[src/rtl/window_addr_gen_if.sv]
// Strobe, configuration and result bundle between the convolution controller
// (master) and the window counter/address stage (slave).
interface window_addr_gen_if #(
    parameter int CNT_W  = 8,
    parameter int JOB_W  = 12,
    parameter int ADDR_W = 16
);
    logic              clrW;
    logic              clr0;
    logic              clr1;
    logic              clr2;
    logic              en0;
    logic              en1;
    logic              en2;
    logic              ld;
    logic [CNT_W-1:0]  cfg_lim0;
    logic [CNT_W-1:0]  cfg_lim1;
    logic [CNT_W-1:0]  cfg_lim2;
    logic [JOB_W-1:0]  cfg_jobs;
    logic [ADDR_W-1:0] cfg_base;
    logic [ADDR_W-1:0] cfg_row;
    logic [ADDR_W-1:0] cfg_stride;
    logic [CNT_W-1:0]  cnt0;
    logic [CNT_W-1:0]  cnt1;
    logic [CNT_W-1:0]  cnt2;
    logic              ov0;
    logic              ov1;
    logic              ov2;
    logic              ov;
    logic [ADDR_W-1:0] rd_addr;

    modport master (
        output clrW, clr0, clr1, clr2, en0, en1, en2, ld,
        output cfg_lim0, cfg_lim1, cfg_lim2, cfg_jobs, cfg_base, cfg_row, cfg_stride,
        input  cnt0, cnt1, cnt2, ov0, ov1, ov2, ov, rd_addr
    );

    modport slave (
        input  clrW, clr0, clr1, clr2, en0, en1, en2, ld,
        input  cfg_lim0, cfg_lim1, cfg_lim2, cfg_jobs, cfg_base, cfg_row, cfg_stride,
        output cnt0, cnt1, cnt2, ov0, ov1, ov2, ov, rd_addr
    );
endinterface

[src/rtl/window_addr_gen.sv]
// Three independent wrap counters, window base / job counter and the
// input-buffer read address for the convolution datapath.
module window_addr_gen #(
    parameter int CNT_W  = 8,
    parameter int JOB_W  = 12,
    parameter int ADDR_W = 16
) (
    input  logic             clk,
    input  logic             rst,
    window_addr_gen_if.slave bus
);
    logic [2:0]            clr_vec;
    logic [2:0]            en_vec;
    logic [2:0]            ov_vec;
    logic [2:0][CNT_W-1:0] lim_in;
    logic [2:0][CNT_W-1:0] cnt_vec;

    logic [ADDR_W-1:0] base_reg;
    logic [ADDR_W-1:0] row_reg;
    logic [ADDR_W-1:0] stride_reg;
    logic [ADDR_W-1:0] win_base_reg;
    logic [ADDR_W-1:0] win_base_next;
    logic [JOB_W-1:0]  jobs_reg;
    logic [JOB_W-1:0]  jcnt_reg;
    logic [JOB_W-1:0]  jcnt_next;
    logic              ov_reg;
    logic              armed_reg;
    logic              ld_ok;

    assign clr_vec = {bus.clr2, bus.clr1, bus.clr0};
    assign en_vec  = {bus.en2, bus.en1, bus.en0};
    assign lim_in  = {bus.cfg_lim2, bus.cfg_lim1, bus.cfg_lim0};

    genvar gi;
    generate
        for (gi = 0; gi < 3; gi++) begin : g_cnt
            logic [CNT_W-1:0] cnt_reg;
            logic [CNT_W-1:0] cnt_next;
            logic [CNT_W-1:0] lim_reg;
            logic [CNT_W-1:0] last_val;

            // A zero limit behaves as a limit of one: the counter parks at 0.
            assign last_val     = (lim_reg == '0) ? '0 : lim_reg - 1'b1;
            assign ov_vec[gi]   = (cnt_reg == last_val);
            assign cnt_vec[gi]  = cnt_reg;

            always_comb begin
                cnt_next = cnt_reg;
                if (bus.clrW || clr_vec[gi]) begin
                    cnt_next = '0;
                end else if (en_vec[gi]) begin
                    cnt_next = ov_vec[gi] ? '0 : cnt_reg + 1'b1;
                end
            end

            always_ff @(posedge clk or posedge rst) begin
                if (rst) begin
                    cnt_reg <= '0;
                    lim_reg <= '0;
                end else begin
                    cnt_reg <= cnt_next;
                    if (bus.clrW) begin
                        lim_reg <= lim_in[gi];
                    end
                end
            end
        end
    endgenerate

    // ld only counts while a job started by clrW is still short of its window count.
    assign ld_ok         = bus.ld && armed_reg && !ov_reg && (jcnt_reg != jobs_reg);
    assign jcnt_next     = ld_ok ? jcnt_reg + 1'b1 : jcnt_reg;
    assign win_base_next = ld_ok ? win_base_reg + stride_reg : win_base_reg;

    always_ff @(posedge clk or posedge rst) begin
        if (rst) begin
            base_reg     <= '0;
            row_reg      <= '0;
            stride_reg   <= '0;
            jobs_reg     <= '0;
            win_base_reg <= '0;
            jcnt_reg     <= '0;
            ov_reg       <= 1'b0;
            armed_reg    <= 1'b0;
        end else if (bus.clrW) begin
            base_reg     <= bus.cfg_base;
            row_reg      <= bus.cfg_row;
            stride_reg   <= bus.cfg_stride;
            jobs_reg     <= bus.cfg_jobs;
            win_base_reg <= '0;
            jcnt_reg     <= '0;
            ov_reg       <= 1'b0;
            armed_reg    <= 1'b1;
        end else begin
            win_base_reg <= win_base_next;
            jcnt_reg     <= jcnt_next;
            ov_reg       <= ov_reg | (armed_reg && (jcnt_next == jobs_reg));
        end
    end

    assign bus.cnt0    = cnt_vec[0];
    assign bus.cnt1    = cnt_vec[1];
    assign bus.cnt2    = cnt_vec[2];
    assign bus.ov0     = ov_vec[0];
    assign bus.ov1     = ov_vec[1];
    assign bus.ov2     = ov_vec[2];
    assign bus.ov      = ov_reg;
    // cnt0 indexes the filter memory externally and stays out of the address.
    assign bus.rd_addr = base_reg + win_base_reg
                       + ADDR_W'(cnt_vec[1]) * row_reg
                       + ADDR_W'(cnt_vec[2]);
endmodule

[src/flat_wrapper.sv]
// flat-port wrapper written by rule: the top's interface ports become plain ports
module window_addr_gen_flat 
#(
    parameter int CNT_W  = 8,
    parameter int JOB_W  = 12,
    parameter int ADDR_W = 16
)
  (clk, rst, bus_clrW, bus_clr0, bus_clr1, bus_clr2, bus_en0, bus_en1, bus_en2, bus_ld, bus_cfg_lim0, bus_cfg_lim1, bus_cfg_lim2, bus_cfg_jobs, bus_cfg_base, bus_cfg_row, bus_cfg_stride, bus_cnt0, bus_cnt1, bus_cnt2, bus_ov0, bus_ov1, bus_ov2, bus_ov, bus_rd_addr);
  window_addr_gen_if #(.CNT_W(CNT_W), .JOB_W(JOB_W), .ADDR_W(ADDR_W)) bus_i ();
  input  logic clk;
  input  logic rst;
  input wire logic [$bits(bus_i.clrW)-1:0] bus_clrW;
  input wire logic [$bits(bus_i.clr0)-1:0] bus_clr0;
  input wire logic [$bits(bus_i.clr1)-1:0] bus_clr1;
  input wire logic [$bits(bus_i.clr2)-1:0] bus_clr2;
  input wire logic [$bits(bus_i.en0)-1:0] bus_en0;
  input wire logic [$bits(bus_i.en1)-1:0] bus_en1;
  input wire logic [$bits(bus_i.en2)-1:0] bus_en2;
  input wire logic [$bits(bus_i.ld)-1:0] bus_ld;
  input wire logic [$bits(bus_i.cfg_lim0)-1:0] bus_cfg_lim0;
  input wire logic [$bits(bus_i.cfg_lim1)-1:0] bus_cfg_lim1;
  input wire logic [$bits(bus_i.cfg_lim2)-1:0] bus_cfg_lim2;
  input wire logic [$bits(bus_i.cfg_jobs)-1:0] bus_cfg_jobs;
  input wire logic [$bits(bus_i.cfg_base)-1:0] bus_cfg_base;
  input wire logic [$bits(bus_i.cfg_row)-1:0] bus_cfg_row;
  input wire logic [$bits(bus_i.cfg_stride)-1:0] bus_cfg_stride;
  output wire logic [$bits(bus_i.cnt0)-1:0] bus_cnt0;
  output wire logic [$bits(bus_i.cnt1)-1:0] bus_cnt1;
  output wire logic [$bits(bus_i.cnt2)-1:0] bus_cnt2;
  output wire logic [$bits(bus_i.ov0)-1:0] bus_ov0;
  output wire logic [$bits(bus_i.ov1)-1:0] bus_ov1;
  output wire logic [$bits(bus_i.ov2)-1:0] bus_ov2;
  output wire logic [$bits(bus_i.ov)-1:0] bus_ov;
  output wire logic [$bits(bus_i.rd_addr)-1:0] bus_rd_addr;
  assign bus_i.clrW = bus_clrW;
  assign bus_i.clr0 = bus_clr0;
  assign bus_i.clr1 = bus_clr1;
  assign bus_i.clr2 = bus_clr2;
  assign bus_i.en0 = bus_en0;
  assign bus_i.en1 = bus_en1;
  assign bus_i.en2 = bus_en2;
  assign bus_i.ld = bus_ld;
  assign bus_i.cfg_lim0 = bus_cfg_lim0;
  assign bus_i.cfg_lim1 = bus_cfg_lim1;
  assign bus_i.cfg_lim2 = bus_cfg_lim2;
  assign bus_i.cfg_jobs = bus_cfg_jobs;
  assign bus_i.cfg_base = bus_cfg_base;
  assign bus_i.cfg_row = bus_cfg_row;
  assign bus_i.cfg_stride = bus_cfg_stride;
  assign bus_cnt0 = bus_i.cnt0;
  assign bus_cnt1 = bus_i.cnt1;
  assign bus_cnt2 = bus_i.cnt2;
  assign bus_ov0 = bus_i.ov0;
  assign bus_ov1 = bus_i.ov1;
  assign bus_ov2 = bus_i.ov2;
  assign bus_ov = bus_i.ov;
  assign bus_rd_addr = bus_i.rd_addr;
  window_addr_gen #(.CNT_W(CNT_W), .JOB_W(JOB_W), .ADDR_W(ADDR_W)) u_core (.clk(clk), .rst(rst), .bus(bus_i));
endmodule
[config.mk]
export PLATFORM = sky130hd
export DESIGN_NAME = window_addr_gen_flat
export DESIGN_NICKNAME = d
export VERILOG_FILES = /design/src/rtl/window_addr_gen_if.sv /design/src/rtl/window_addr_gen.sv /design/src/flat_wrapper.sv
export SDC_FILE = /design/constraint.sdc
export NUM_CORES = 1
export LEC_CHECK = 0
export CORE_MARGIN = 2
export CORE_UTILIZATION = 60
export DETAILED_ROUTE_END_ITERATION = 8
export PLACE_DENSITY = 0.81
export RECOVER_POWER = 25
export SYNTH_ARGS = -nofsm -noshare
export SYNTH_HDL_FRONTEND = slang
export SYNTH_SLANG_ARGS = --single-unit
export TNS_END_PERCENT = 100
[constraint.sdc]
create_clock -name clk -period 14.3 [get_ports clk]
set_input_delay 2.145 -clock clk [delete_from_list [all_inputs] [get_ports clk]]
set_output_delay 2.145 -clock clk [all_outputs]
set_load 0.005 [all_outputs]
==> summary.md <==
| Metric | Value |
|---|---|
| Outcome | finished with violations |
| Violated checks | max-capacitance violations, max-slew violations |
| Area Growth Syn to Fin | 17.96% |
| Antenna viol nets, final | 0 |
| R2R Path Start | u_core.g_cnt[1].lim_reg[0]$_DFFE_PP0P_ |
| Port bufs | between 100 and 150 |
| Compound-Gate Fraction of Synth Area | 0.08262 |
| Slowest stage delay, CP | between 800 and 900 ps |
| FILL cells | roughly 1400 |
| Startpoint Class | flip-flop |
| R2R Setup Slk | 10590 ps |
| Footprint of the multi-input gates | 7267 µm² |
| GRT overflow | 0 |
| Vias in the first global route | 8826 |
| Worst-path clk slew | 60 ps |
| Final setup TNS | 0 ps |
| Global-route wire length before repair | roughly 43000 µm |
| I/O pin total | around 140 |
| Worst setup margin | approximately 5600 ps |
| Most frequent cells in the layout | inv_1 (155), dfrtp_1 (138), clkdlybuf4s50_1 (135), nand2_1 (99), fa_1 (95) |
| Layout Nets | ~1500 |
| Max-slew headroom | -1.417 |
| Drt wl/cell | about 16 µm |
| Cell Rows | 50 |
| Simple-gate area share of the yosys netlist | 0.1525 |
| Pin count of the biggest net entering global routing | 83 |
| Yosys cell types | 67 |
| Post-Synthesis Cells | around 1200 |
| Clk sinks | approximately 140 |
| TritonCTS buffer count | 17 |
| Initial DRT Pass Iterations | 9 |
| Die Y | about 140 µm |
| Number of synthesized flops with an enable pin | 0 |
| Mapped cell area | ~11000 µm² |
| Ys async rst share | 1.000 |
| Slew Viols, Final | around 140 |
| 1st-iter DRT viols | between 300 and 400 |
| Worst slew pin tran | roughly 3600 ps |
| Layout cell share with drive strength beyond 1 | 0.09462 |
| Largest family of logic cells by synthesized area | adder cells |
| Post-Syn Nets | roughly 1400 |
| Antenna violations before repair | 0 |
| Setup WS pre-CTS | slightly above 6000 ps |
| VDD IR max | just under 0.0001 V |
| Fin crit share | 0.6113 |
| Sequential-to-total area share from yosys stat | 0.3009 |
| H-tree Lvls | 4 |
| Hold EP | u_core.stride_reg[0]$_DFFE_PP0P_ |
| Final Util | 0.7215 |
| TritonCTS clock tree | built |
| Total track usage | 0.2636 |
| Vias/cell | ~5.6 |
| Post-Route WL | roughly 25000 µm |
| Top fanout value on the critical path | 24 |
| R2R depth | 11 |
| DP HPWL | approximately 18000 µm |
| Setup Skew | 7.221 ps |
| Most used cell, CP | inv_1 |
| Setup violators final | 0 |
| Die area | between 20000 and 25000 µm² |
| Critical path's slowest cell | dfrtp_1 |
| Core area | 18770 µm² |
| Crit path kind | reg2out |
| PD cells | 102.8 nW/µm² |
| Post-route DRC | 0 |
| FF+latch area | between 3000 and 4000 µm² |
| Worst hold path depth | 1 |
| Max Root-Sink Buffers | 2 |
| Synth Area in XOR/XNOR | 0.07652 |
| Commonest non-fill, non-tap cell in the layout | inv_1 |
| Max FFs per register | 24 |
| Adder-Cell Fraction of Synth Area | 0.2300 |
| Synthesized area per cell | about 9.8 µm² |
| Gp weighted congestion | 0.8836 |
| R2R Path End | u_core.bus.cnt1[7]$_DFFE_PP0P_ |
| Ys Warns | 0 |
| Final Hold Fails | 0 |
| Critical path required time | between 10000 and 15000 ps |
| Worst Path Arrival | between 6000 and 7000 ps |
| Mux cell area share after synthesis | 0.09091 |
| Period minus WS final | roughly 8700 ps |
| CTS Hold Bufs | 0 |
| Die span in x | 142.3 µm |
| Setup bufs post-CTS | 0 |
| Initial Utilization | 0.6116 |
| Flops & latches, synth | around 140 |
| RSZ-0062 raised after global routing | no |
| Cts repair resizes | 0 |
| Root Buffer | clkbuf_16 |
| MaxCap Viol Count | 2 |
| DR vias | between 8000 and 9000 |
| CP Cell Sequence | nand2_1 > fa_1 > inv_1 > fa_1 > inv_1 > fa_1 > inv_1 > fa_1 > inv_1 > fa_1 > inv_1 > ha_1 > inv_1 > a21oi_1 > o21ai_0 > nand2b_1 > a21o_1 > a41o_1 > o41ai_1 > xnor2_1 > clkdlybuf4s50_1 |
| Endpoint type of the worst setup path | output port |
| # diodes | 0 |
| Worst-Skew Late Latency | roughly 420 ps |
| Worst Hold Launch | u_core.stride_reg[0]$_DFFE_PP0P_ |
| Leak pwr | 0.006173 µW |
| Fmax | 114.4 MHz |
| Final hold slack | 513.3 ps |
| Worst hold-check path type | reg2reg |
| Dominant synthesized flop cell | dfrtp_1 |
-- cells by family after synthesis --
family                   after synthesis
multiplexers                          95
adder cells (fa/ha/maj)              154
AND/OR/NAND/NOR                      343
flip-flops                           138
AO/OA/AOI/OAI                        147
buffers and inverters                199
XOR/XNOR                              97
-- final cells by class --
type / count / share of cell area
Timing Repair Buffer: 140 / 0.1025
Tap cell: 234 / 0.02162
Sequential cell: 138 / 0.2550
Inverter: 156 / 0.04334
Clock inverter: 10 / 0.007115
Clock buffer: 20 / 0.03373
Multi-Input combinational cell: 836 / 0.5367
-- worst max path at each step --
stage	start	endpoint	slack [ps]	depth (start not counted)
finish	u_core.bus.cnt1[0]$_DFFE_PP0P_	bus_rd_addr[14]	5560	21
global route	u_core.bus.cnt1[0]$_DFFE_PP0P_	bus_rd_addr[14]	5130	21
CTS	u_core.bus.cnt1[0]$_DFFE_PP0P_	bus_rd_addr[14]	5590	21
detailed placement	u_core.bus.cnt1[0]$_DFFE_PP0P_	bus_rd_addr[14]	6100	21
global placement	u_core.bus.cnt1[0]$_DFFE_PP0P_	bus_rd_addr[14]	6220	21
floorplan	u_core.bus.cnt1[0]$_DFFE_PP0P_	bus_rd_addr[14]	7030	20
-- worst max-delay path: cells and delay by family (launching register included) --
family / cells / cell delay [ps]
compound gates: 5 / 1080
fa+ha+maj: 6 / 2920
simple gates: 2 / 300
buf+inv: 7 / 870
flops: 1 / 850
xor+xnor: 1 / 160
-- routing by layer --
metal	up-vias	global-route usage	wire length [µm]
met1	4240	0.3474	10810
met2	238	0.4470	12230
met3	43	0.05047	1238
met5	-	0	0
li1	4111	-	-
met4	0	0.07764	541
-- metrics by stage --
| step | instances | total power [µW] | area, µm² |
|---|---|---|---|
| 3_5_place_dp | 1504 | 975.5 | 13000 |
| 4_1_cts | 1534 | 1401 | 13550 |
| 6_report | 1534 | 1392 | 13540 |
| 3_3_place_gp | 1504 | 957.4 | 13000 |
| 2_1_floorplan | 1173 | 797.1 | 11480 |
| 5_1_grt | 1534 | 1487 | 13540 |
-- Yosys cell counts, types with 3 or more instances --
| cell type | count | area (µm²) |
|---|---|---|
| or3_1 | 7 | 43.79 |
| o21bai_1 | 4 | 30.03 |
| or4_1 | 4 | 30.03 |
| nor4b_1 | 4 | 35.03 |
| o31ai_1 | 5 | 37.54 |
| o211ai_1 | 3 | 22.52 |
| and2_1 | 49 | 306.5 |
| o32ai_1 | 4 | 35.03 |
| nor2_1 | 70 | 262.8 |
| o32a_1 | 3 | 30.03 |
| nand2_1 | 99 | 371.6 |
| nor3_1 | 22 | 110.1 |
| nand2b_1 | 7 | 43.79 |
| or2_2 | 4 | 25.02 |
| a21oi_1 | 29 | 145.1 |
| xor2_1 | 36 | 315.3 |
| clkbuf_1 | 37 | 138.9 |
| nor4_1 | 5 | 31.28 |
| inv_1 | 156 | 585.6 |
| mux2_2 | 74 | 833.3 |
| nand3_1 | 25 | 125.1 |
| ha_1 | 59 | 738.2 |
| and3_1 | 12 | 75.07 |
| dfrtp_1 | 138 | 3453 |
| nor2b_1 | 9 | 56.30 |
| nor3b_1 | 7 | 52.55 |
| nand4_1 | 5 | 31.28 |
| o41ai_1 | 3 | 26.28 |
| xnor2_1 | 59 | 516.8 |
| a21o_1 | 14 | 105.1 |
| fa_1 | 95 | 1902 |
| a31oi_1 | 5 | 31.28 |
| nor4_2 | 3 | 37.54 |
| mux2i_1 | 21 | 210.2 |
| o21ai_0 | 49 | 245.2 |
| o21a_1 | 5 | 37.54 |
-- power breakdown --
group          switching, µW  internal, µW  leakage, µW
Sequential              44.7           425      0.00172
Combinational            236           266      0.00418
Clock                    173           247     0.000272
Total                    454           938      0.00617
Power figures use the tool's default switching activity.
